==> src/rtl/ipml_fifo_wr_arb.sv <==
// Round-robin arbiter sharing one prefetch FIFO write port among c_NUM_REQ valid/ready requesters.
// Define ARB_TAG_EN to prepend grant_id to fifo_wr_data so the reader can demultiplex sources.
module ipml_fifo_wr_arb #(
  parameter int c_NUM_REQ    = 4,
  parameter int c_DATA_WIDTH = 32,
  parameter int c_MAX_BURST  = 16,
  parameter int c_ID_WIDTH   = 2
) (
  input  logic                              clk,
  input  logic                              rst_n,
  input  logic [c_NUM_REQ-1:0]              req_valid,
  input  logic [c_NUM_REQ-1:0]              req_last,
  input  logic [c_NUM_REQ*c_DATA_WIDTH-1:0] req_data,
  output logic [c_NUM_REQ-1:0]              req_ready,
  input  logic                              fifo_wr_vld,
  output logic                              fifo_wr_en,
`ifdef ARB_TAG_EN
  output logic [c_ID_WIDTH+c_DATA_WIDTH-1:0] fifo_wr_data,
`else
  output logic [c_DATA_WIDTH-1:0]            fifo_wr_data,
`endif
  output logic [c_ID_WIDTH-1:0]             grant_id,
  output logic                              busy
);

  localparam int c_CNT_WIDTH = $clog2(c_MAX_BURST + 1);

  localparam logic [0:0] ST_IDLE = 1'b0;
  localparam logic [0:0] ST_LOCK = 1'b1;

  logic [0:0]              state;
  logic [c_ID_WIDTH-1:0]   rr_ptr;
  logic [c_CNT_WIDTH-1:0]  beat_cnt;
  logic                    any_valid;
  logic [c_ID_WIDTH-1:0]   winner;
  logic                    owner_valid;
  logic                    owner_last;
  logic [c_DATA_WIDTH-1:0] owner_data;
  logic                    accept;
  logic                    release_burst;

  // Descending scan so the candidate nearest to rr_ptr+1 is the last one written.
  always_comb begin
    any_valid = 1'b0;
    winner    = '0;
    for (int k = c_NUM_REQ; k >= 1; k--) begin
      if (req_valid[c_ID_WIDTH'((int'(rr_ptr) + k) % c_NUM_REQ)]) begin
        any_valid = 1'b1;
        winner    = c_ID_WIDTH'((int'(rr_ptr) + k) % c_NUM_REQ);
      end
    end
  end

  always_comb begin
    owner_valid   = req_valid[grant_id];
    owner_last    = req_last[grant_id];
    owner_data    = req_data[int'(grant_id)*c_DATA_WIDTH +: c_DATA_WIDTH];
    busy          = (state == ST_LOCK);
    accept        = busy & owner_valid & fifo_wr_vld;
    release_burst = accept & (owner_last | (beat_cnt == c_CNT_WIDTH'(c_MAX_BURST - 1)));
    fifo_wr_en    = accept;
    req_ready     = (busy & fifo_wr_vld) ? (c_NUM_REQ'(1) << grant_id) : '0;
`ifdef ARB_TAG_EN
    fifo_wr_data  = accept ? {grant_id, owner_data} : '0;
`else
    fifo_wr_data  = accept ? owner_data : '0;
`endif
  end

  // Leaving LOCK always passes through IDLE, which gives the mandatory one-cycle bubble.
  always_ff @(posedge clk or negedge rst_n) begin
    if (!rst_n) begin
      state    <= ST_IDLE;
      rr_ptr   <= c_ID_WIDTH'(c_NUM_REQ - 1);
      beat_cnt <= '0;
      grant_id <= '0;
    end else begin
      case (state)
        ST_IDLE: begin
          if (any_valid) begin
            grant_id <= winner;
            rr_ptr   <= winner;
            state    <= ST_LOCK;
          end
        end
        ST_LOCK: begin
          if (release_burst) begin
            beat_cnt <= '0;
            state    <= ST_IDLE;
          end else if (accept) begin
            beat_cnt <= beat_cnt + c_CNT_WIDTH'(1);
          end
        end
        default: state <= ST_IDLE;
      endcase
    end
  end

endmodule

==> config.mk <==
export PLATFORM = sky130hd
export DESIGN_NAME = ipml_fifo_wr_arb
export DESIGN_NICKNAME = d
export VERILOG_FILES = /design/src/rtl/ipml_fifo_wr_arb.sv
export SDC_FILE = /design/constraint.sdc
export NUM_CORES = 1
export LEC_CHECK = 0
export CORE_UTILIZATION = 31
export CTS_CLUSTER_SIZE = 10
export DETAILED_ROUTE_END_ITERATION = 7
export PLACE_DENSITY = 0.95
export SLEW_MARGIN = 10
export SYNTH_ARGS = -nofsm -noshare
export SYNTH_HDL_FRONTEND = slang
export SYNTH_SLANG_ARGS = --single-unit
==> constraint.sdc <==
create_clock -name clk -period 5 [get_ports clk]
set_input_delay 1 -clock clk [delete_from_list [all_inputs] [get_ports clk]]
set_output_delay 1 -clock clk [all_outputs]
set_load 0.05 [all_outputs]
==> impl_summary.txt, run 1 <==
----------------------------------------------------
[Hold path]
  Worst min-delay path startpoint ... beat_cnt[1]$_DFFE_PN0P_
  Min-Delay Path Class ... reg -> reg

[Yosys]
  Sequential element share of the synthesized area ... 15.17%
  Synthesized instance count ... 149
  Synthesized net count ... 290
  Seq cells post-synth ... 10
  Fraction of post-synthesis cell area in the top cell type by area ... 44.59%
  Yosys warning count ... 0
  Number of synthesized flops with an enable pin ... 0
  Average footprint of a synthesized cell ... 11.19 um2
  Number of different library cells in the post-synthesis netlist ... 36
  Cell type with the largest total area after synthesis ... sky130_fd_sc_hd__mux4_2
  FFs w/ async S/R, synth ... 100.0%
  Post-Synthesis Cell Area ... 1667 um2
  Leading register cell type out of synthesis ... sky130_fd_sc_hd__dfrtp_1
  Largest cells by area after synthesis ... sky130_fd_sc_hd__mux4_2 45%, sky130_fd_sc_hd__and2_1 12%, sky130_fd_sc_hd__dfrtp_1 12%, sky130_fd_sc_hd__dfstp_2 3.2%, sky130_fd_sc_hd__o21ai_0 3.0%

[Floorplanning]
  Die width ... 75.32 um
  Total Die Area ... 5673 um2
  Rows ... 26
  Number of placed I/O pins ... 179
  Floorplan core area ... 5140 um2
  Effective utilization at floorplan ... 32.42%
  Vertical extent of the die ... 75.32 um

[Timing]
  Setup violators final ... 0
  Sum of negative setup slack ... 0 ns
  Maximum clock frequency ... 218.6 MHz
  Post-Route Skew ... 0.004450 ns
  Final period utilization ... 91.50%
  Remaining max-slew budget at the tightest pin ... 64.28%
  Slew at the pin closest to its max-slew limit ... 0.5341 ns
  Post-layout minimum cycle time ... 4.575 ns
  Unrepaired setup endpoints after global routing ... false
  Final Hold Violating Endpoints ... 0
  Max-slew violations ... 0
  Worst setup margin ... 0.4250 ns

[Clocking]
  TritonCTS clock tree ... yes
  Cts hold-fix bufs ... 0
  Number of post-CTS setup repair buffers ... 0
  Resized cells post-CTS ... 0
  Clk_lat worst skew ... 0.24 ns
  Clock transition at the register clock pins on the worst setup and hold paths after CTS ... 0.05 ns
  CTS H-tree lvls ... 1
  Clk Tree Root Cell ... sky130_fd_sc_hd__clkbuf_8
  CTS buffer count ... 3
  CTS sink count ... 10
  Clock Path Buffers ... 2

[Power]
  Maximum vdd drop ... 390.5 uV
  Power per cell area ... 428.6 nW/um2
  Internal power summed over all cells ... 0.7614 mW
  Power share of the combinational group ... 80.8%
  Cell leakage power ... 1.296 nW
  Power share of the clock group ... 5.8%
  Switching power as a share of total power ... 49.65%
  Portion of total power attributed to sequential cells ... 13.4%
  Design Power ... 1.512 mW
  Sw power ... 0.7507 mW

[Worst setup path]
  Data required, critical path ... 4.00 ns
  Crit path buf inv count ... 3
  Worst-path cell chain ... clkdlybuf4s50_1 > mux4_2 > nand3_2 > inv_2 > and2_1 > clkdlybuf4s50_1
  Largest incremental delay on the critical path ... 0.83 ns
  Startpoint kind of the worst setup timing path ... input port
  Kind of cell adding the most delay to the critical path ... buffers and inverters
  Source of the critical timing path ... req_valid[1]
  Worst Setup End Kind ... output port
  Crit path DAT ... 3.57 ns
  Master of the slowest instance on the critical path ... sky130_fd_sc_hd__clkdlybuf4s50_1
  Startpoint of the worst-slack reg-to-reg timing path ... grant_id[0]$_DFFE_PN0P_
  Critical path class ... in -> out
  Cell repeated most along the worst path ... sky130_fd_sc_hd__clkdlybuf4s50_1
  Critical-path maximum fanout ... 36

[Layout]
  Post-route cell area ... 3528 um2
  Number of nets in the layout ... 461
  Antenna cell count ... 0
  Post-synthesis to final-layout area growth ... 111.7%
  Fraction of final layout cells with drive strength greater than 1 ... 14.42%

[Placement]
  Routability congestion estimate from global placement ... 0.8160
  Post-placement worst setup slack ... 0.4150 ns
  Placed Area ... 3483 um2
  Buffers added on ports ... 178
  Detailed placer's ending HPWL ... 5.812 mm

[GRT]
  GRT Total Usage ... 22.02%
  Maximum number of pins on one net before global-route repair ... 38
  Antenna violations before repair ... 0
  GR Overflow Total ... 0
  Via count of the first global-routing pass ... 1,859
  First-pass GRT wire length ... 9.142 mm

[Outcome]
  Status ... finished, final reports clean

[Drt]
  Iteration-0 DRC count of the detailed router ... 56
  Remaining antenna violation count ... 0
  Post-route DRC ... 0
  Routed Wire Length ... 7.043 mm
  Post-detailed-route via-to-cell ratio ... 5.239
  Final routed wire length divided by cell count ... 18.11 um
  Overall via count from detail_route ... 2,038
  Number of optimization iterations in the first detailed-route pass ... 5

[Run]
  Maxcap violations ... 0

----------------------------------------------------
==> sequential cells by signal, summed over array words and instances (netlist names) <==
register  count
rr_ptr        2
beat_cnt      5
grant_id      2
busy          1
==> layout make-up <==
cell class,count,area (um2)
repair buffers,180,1797
fillers,385,1612
multi-input cells,121,1330
flip-flops and latches,10,254.0
well taps,70,87.58
clock buffers,4,45.04
inverters,4,15.01
==> worst register-to-register path, delay by kind of cell, from the launching register on <==
kind	cells	cell delay, ns
mux	1	0.61
compound gates	1	0.27
flops	1	0.68
buf+inv	1	0.48
simple gates	2	0.25
==> worst paths after layout <==
kind,to,slack [ns],cells after the start
max reg2reg,beat_cnt[3]$_DFFE_PN0P_,2.62,5
max,fifo_wr_data[16],0.43,6
max in group asynchronous,rr_ptr[1]$_DFFE_PN1P_,3.60,1
min,beat_cnt[1]$_DFFE_PN0P_,0.50,2
min reg2reg,beat_cnt[1]$_DFFE_PN0P_,0.50,2
min in group asynchronous,beat_cnt[4]$_DFFE_PN0P_,1.07,1
==> synthesized netlist by cell type (2+ instances only) <==
cell and n:
sky130_fd_sc_hd__clkbuf_1 5, sky130_fd_sc_hd__a21oi_1 2, sky130_fd_sc_hd__inv_1 3, sky130_fd_sc_hd__dfstp_2 2, sky130_fd_sc_hd__and2_1 32, sky130_fd_sc_hd__buf_2 7
sky130_fd_sc_hd__ha_1 2, sky130_fd_sc_hd__nor3_1 4, sky130_fd_sc_hd__nor3b_1 3, sky130_fd_sc_hd__nor2_1 4, sky130_fd_sc_hd__nand2_1 8, sky130_fd_sc_hd__mux4_2 33
sky130_fd_sc_hd__nor4_1 2, sky130_fd_sc_hd__dfrtp_1 8, sky130_fd_sc_hd__nand3_1 4, sky130_fd_sc_hd__o21ai_0 10
==> placed cells by master, fill, tap and decap left out, types with 2 or more instances in the layout <==
| cell | count |
|---|---|
| sky130_fd_sc_hd__mux4_2 | 33 |
| sky130_fd_sc_hd__buf_4 | 2 |
| sky130_fd_sc_hd__nor4_1 | 2 |
| sky130_fd_sc_hd__nand2_1 | 8 |
| sky130_fd_sc_hd__o21ai_0 | 10 |
| sky130_fd_sc_hd__dfstp_2 | 2 |
| sky130_fd_sc_hd__clkdlybuf4s50_1 | 178 |
| sky130_fd_sc_hd__inv_1 | 3 |
| sky130_fd_sc_hd__ha_1 | 2 |
| sky130_fd_sc_hd__nor3b_1 | 3 |
| sky130_fd_sc_hd__nand3_1 | 4 |
| sky130_fd_sc_hd__clkbuf_8 | 3 |
| sky130_fd_sc_hd__and2_1 | 32 |
| sky130_fd_sc_hd__a21oi_1 | 2 |
| sky130_fd_sc_hd__nor2_1 | 4 |
| sky130_fd_sc_hd__nor3_1 | 4 |
| sky130_fd_sc_hd__dfrtp_1 | 7 |
==> through the flow <==
step	utilization [%]	hold slack, ns	cells
floorplan	-	0.4641	149
global placement	67.77	0.4846	385
global route	68.65	0.5261	389
CTS	68.65	0.4985	389
detailed placement	67.77	0.4868	385
finish	68.65	0.4972	389
==> cells by family after synthesis <==
family          share of synthesized area, %
simple gates                           24.55
compound gates                         7.584
buf+inv                                5.029
flops                                  15.17
mux                                    46.17
fa+ha+maj                              1.501
==> power groups by stage <==
stage,registers (mW),clock network (mW),logic [mW]
floorplan,0.192,0,0.868
global placement,0.202,0,1.20
detailed placement,0.204,0,1.23
CTS,0.204,0.0911,1.23
global route,0.214,0.0960,1.30
finish,0.202,0.0874,1.22
==> metal layers <==
metal / vias up / share of wire, % / global-route usage, %
met3: 18 / 8.7 / 3.968
met2: 112 / 53 / 40.58
li1: 927 / - / -
met1: 981 / 36 / 25.42
met4: 0 / 2.5 / 8.230
met5: - / 0 / 0
Power figures use the tool's default switching activity.
==> run 2, diff against run 1 <==
- GPL_ROUTABILITY_DRIVEN: unset -> 0
==> results of run 2 <==
The final DEF is identical to that of run 1; final timing and power are the same.
==> run 3, diff against run 2 <==
==> constraint.sdc (replaced) <==
create_clock -name clk -period 5 [get_ports clk]
set_input_delay 1.5 -clock clk [delete_from_list [all_inputs] [get_ports clk]]
set_output_delay 1.5 -clock clk [all_outputs]
set_load 0.05 [all_outputs]
==> run 3 against run 2 <==
Routed wire length is 14% higher; first-iteration DRC count stayed put; combinational power grew 15%; sequential power grew 16%; sequential cell count stayed put; global-route usage up 4.8 points.
==> impl_summary.txt, run 3 (same netlist as run 1, synthesis figures left out) <==
----------------------------------------------------
[Outcome]
  Status ... finished, final reports clean

[Worst setup path]
  Worst-path cell chain ... clkdlybuf4s50_1 > mux4_2 > nand3_2 > inv_4 > and2_1 > buf_12
  Critical-path maximum fanout ... 36 (unchanged)
  Worst Setup End Kind ... output port
  Reg2reg end ... beat_cnt[3]$_DFFE_PN0P_
  Largest incremental delay on the critical path ... 0.60 ns (-0.23 ns)
  Cells on worst reg2reg path ... 5 (unchanged)
  Critical path class ... in -> out
  Startpoint of the worst-slack reg-to-reg timing path ... grant_id[1]$_DFFE_PN0P_
  Setup slack of the worst register-to-register path ... 2.81 ns (+0.19 ns)
  Master of the slowest instance on the critical path ... sky130_fd_sc_hd__clkdlybuf4s50_1
  Startpoint kind of the worst setup timing path ... input port
  Data required, critical path ... 3.50 ns (-0.50 ns)
  Crit path DAT ... 3.28 ns (-0.29 ns)

[Floorplanning]
  Rows ... 26 (unchanged)
  Vertical extent of the die ... 75.32 um (unchanged)
  Die width ... 75.32 um (unchanged)
  Effective utilization at floorplan ... 32.42% (unchanged)
  Number of placed I/O pins ... 179 (unchanged)
  Floorplan core area ... 5140 um2 (unchanged)
  Total Die Area ... 5673 um2 (unchanged)

[Power]
  Power per cell area ... 444.3 nW/um2 (+3.7%)
  Switching power as a share of total power ... 46.84% (-2.8 points)
  Design Power ... 1.722 mW (+14%)
  Cell leakage power ... 1.467 nW (+13%)
  Sw power ... 0.8065 mW (+7.4%)
  Power share of the combinational group ... 81.3% (+0.5 points)
  Portion of total power attributed to sequential cells ... 13.6% (+0.2 points)
  Maximum vdd drop ... 348.6 uV (-11%)
  Internal power summed over all cells ... 0.9155 mW (+20%)
  Power share of the clock group ... 5.1% (-0.7 points)

[Clocking]
  Clock transition at the register clock pins on the worst setup and hold paths after CTS ... 0.05 ns (about the same)
  CTS sink count ... 10 (unchanged)
  Clock Path Buffers ... 2 (unchanged)
  CTS H-tree lvls ... 1 (unchanged)
  Clk Tree Root Cell ... sky130_fd_sc_hd__clkbuf_8
  Number of post-CTS setup repair buffers ... 0 (unchanged)
  CTS buffer count ... 3 (unchanged)
  TritonCTS clock tree ... yes
  Clk_lat worst skew ... 0.24 ns (about the same)
  Cts hold-fix bufs ... 0 (unchanged)
  Resized cells post-CTS ... 0 (unchanged)

[Drt]
  Final routed wire length divided by cell count ... 20.46 um (+13%)
  Number of optimization iterations in the first detailed-route pass ... 4 (-1)
  Overall via count from detail_route ... 2,069 (+1.5%)
  Post-detailed-route via-to-cell ratio ... 5.292 (+1.0%)
  Routed Wire Length ... 8.001 mm (+14%)
  Iteration-0 DRC count of the detailed router ... 56 (unchanged)
  Remaining antenna violation count ... 0 (unchanged)
  Post-route DRC ... 0 (unchanged)

[Timing]
  Remaining max-slew budget at the tightest pin ... 51.70% (-13 points)
  Final period utilization ... 95.70% (+4.2 points)
  Unrepaired setup endpoints after global routing ... false
  Post-Route Skew ... 0.004350 ns (-0.00009992 ns)
  Slew at the pin closest to its max-slew limit ... 0.7245 ns (+0.1903 ns)
  Final Hold Violating Endpoints ... 0 (unchanged)
  Sum of negative setup slack ... 0 ns (unchanged)
  Post-layout minimum cycle time ... 4.785 ns (+0.2099 ns)
  Max-slew violations ... 0 (unchanged)
  Maximum clock frequency ... 209.0 MHz (-4.4%)
  Setup violators final ... 0 (unchanged)

[Layout]
  Top Registers ... beat_cnt x5, grant_id x2, rr_ptr x2
  Post-synthesis to final-layout area growth ... 132.6%
  Top library cells by usage in the layout, fill and taps aside ... 145 x sky130_fd_sc_hd__clkdlybuf4s50_1, 33 x sky130_fd_sc_hd__mux4_2, 33 x sky130_fd_sc_hd__buf_12, 32 x sky130_fd_sc_hd__and2_1, 10 x sky130_fd_sc_hd__o21ai_0
  Max FFs per register ... 5 (unchanged)
  Most common cell after layout, fill and taps aside ... sky130_fd_sc_hd__clkdlybuf4s50_1
  Antenna cell count ... 0 (unchanged)
  Top register by number of flip-flops ... beat_cnt
  Number of nets in the layout ... 463 (+0.43%)
  Number of fill cells ... 338 (-12%)
  Finished Core Util ... 75.41% (+6.8 points)
  Fraction of final layout cells with drive strength greater than 1 ... 25.23% (+11 points)

[GRT]
  Via count of the first global-routing pass ... 2,096 (+13%)
  GR Overflow Total ... 0 (unchanged)
  GRT Total Usage ... 26.82% (+4.8 points)
  Antenna violations before repair ... 0 (unchanged)
  Maximum number of pins on one net before global-route repair ... 37 (-2.6%)
  First-pass GRT wire length ... 11.08 mm (+21%)

[Hold path]
  Hold path depth ... 2 (unchanged)
  Hold endpoint ... beat_cnt[1]$_DFFE_PN0P_
  Min-Delay Path Class ... reg -> reg
  Worst min-delay path startpoint ... beat_cnt[1]$_DFFE_PN0P_

[Placement]
  Buffers added on ports ... 178 (unchanged)
  Detailed placer's ending HPWL ... 6.793 mm (+17%)

[Run]
  Maxcap violations ... 0 (unchanged)

----------------------------------------------------
run 3: how the worst max path moves through the flow:
stage	slack [ns]	startpoint	to
2_1_floorplan	0.50	req_valid[1]	fifo_wr_data[24]
6_report	0.22	req_valid[2]	fifo_wr_data[4]
4_1_cts	0.07	req_valid[2]	fifo_wr_data[4]
5_1_grt	0.13	req_valid[2]	fifo_wr_data[21]
3_3_place_gp	0.19	req_valid[2]	fifo_wr_data[4]
3_5_place_dp	0.06	req_valid[2]	fifo_wr_data[4]
run 3: per-layer routing:
| metal | wire (um) | part of all wire [%] | up-vias | GRT usage [%] |
|---|---|---|---|---|
| met5 | 0 | 0 | - | 0 |
| met4 | 232 | 2.9 | 0 | 9.877 |
| met3 | 684 | 8.5 | 20 | 6.217 |
| met2 | 4243 | 53 | 110 | 50.40 |
| met1 | 2841 | 36 | 1008 | 29.32 |
| li1 | - | - | 931 | - |
run 3: worst max-delay path, delay by kind of cell:
kind / cells / cell delay (ns)
and+or+nand+nor: 2 / 0.42
muxes: 1 / 0.29
buffers and inverters: 3 / 1.07
run 3: power groups by stage:
| stage | logic (mW) | clock network [mW] | registers [mW] |
|---|---|---|---|
| 2_1_floorplan | 0.868 | 0 | 0.192 |
| 3_3_place_gp | 1.37 | 0 | 0.233 |
| 3_5_place_dp | 1.41 | 0 | 0.237 |
| 4_1_cts | 1.41 | 0.0907 | 0.237 |
| 5_1_grt | 1.47 | 0.0924 | 0.254 |
| 6_report | 1.40 | 0.0876 | 0.235 |
run 3: area by class of cell:
type	count	area, um2	area share (%)
inverter	4	17.52	0.4519
timing repair buffer	182	2142	55.26
tap	70	87.58	2.260
multi-input combinational	121	1330	34.31
clock buffer	4	45.04	1.162
sequential	10	254.0	6.553
run 3: stage by stage:
step	cell area [um2]	worst slack (ns)	instances	hold slack (ns)
after CTS	3874	0.06682	391	0.5264
after detailed placement	3829	0.06271	387	0.5156
after global routing	3876	0.1339	391	0.5420
after global placement	3829	0.1906	387	0.4877
final	3876	0.2151	391	0.5294
after floorplan	1667	0.5010	149	0.4641
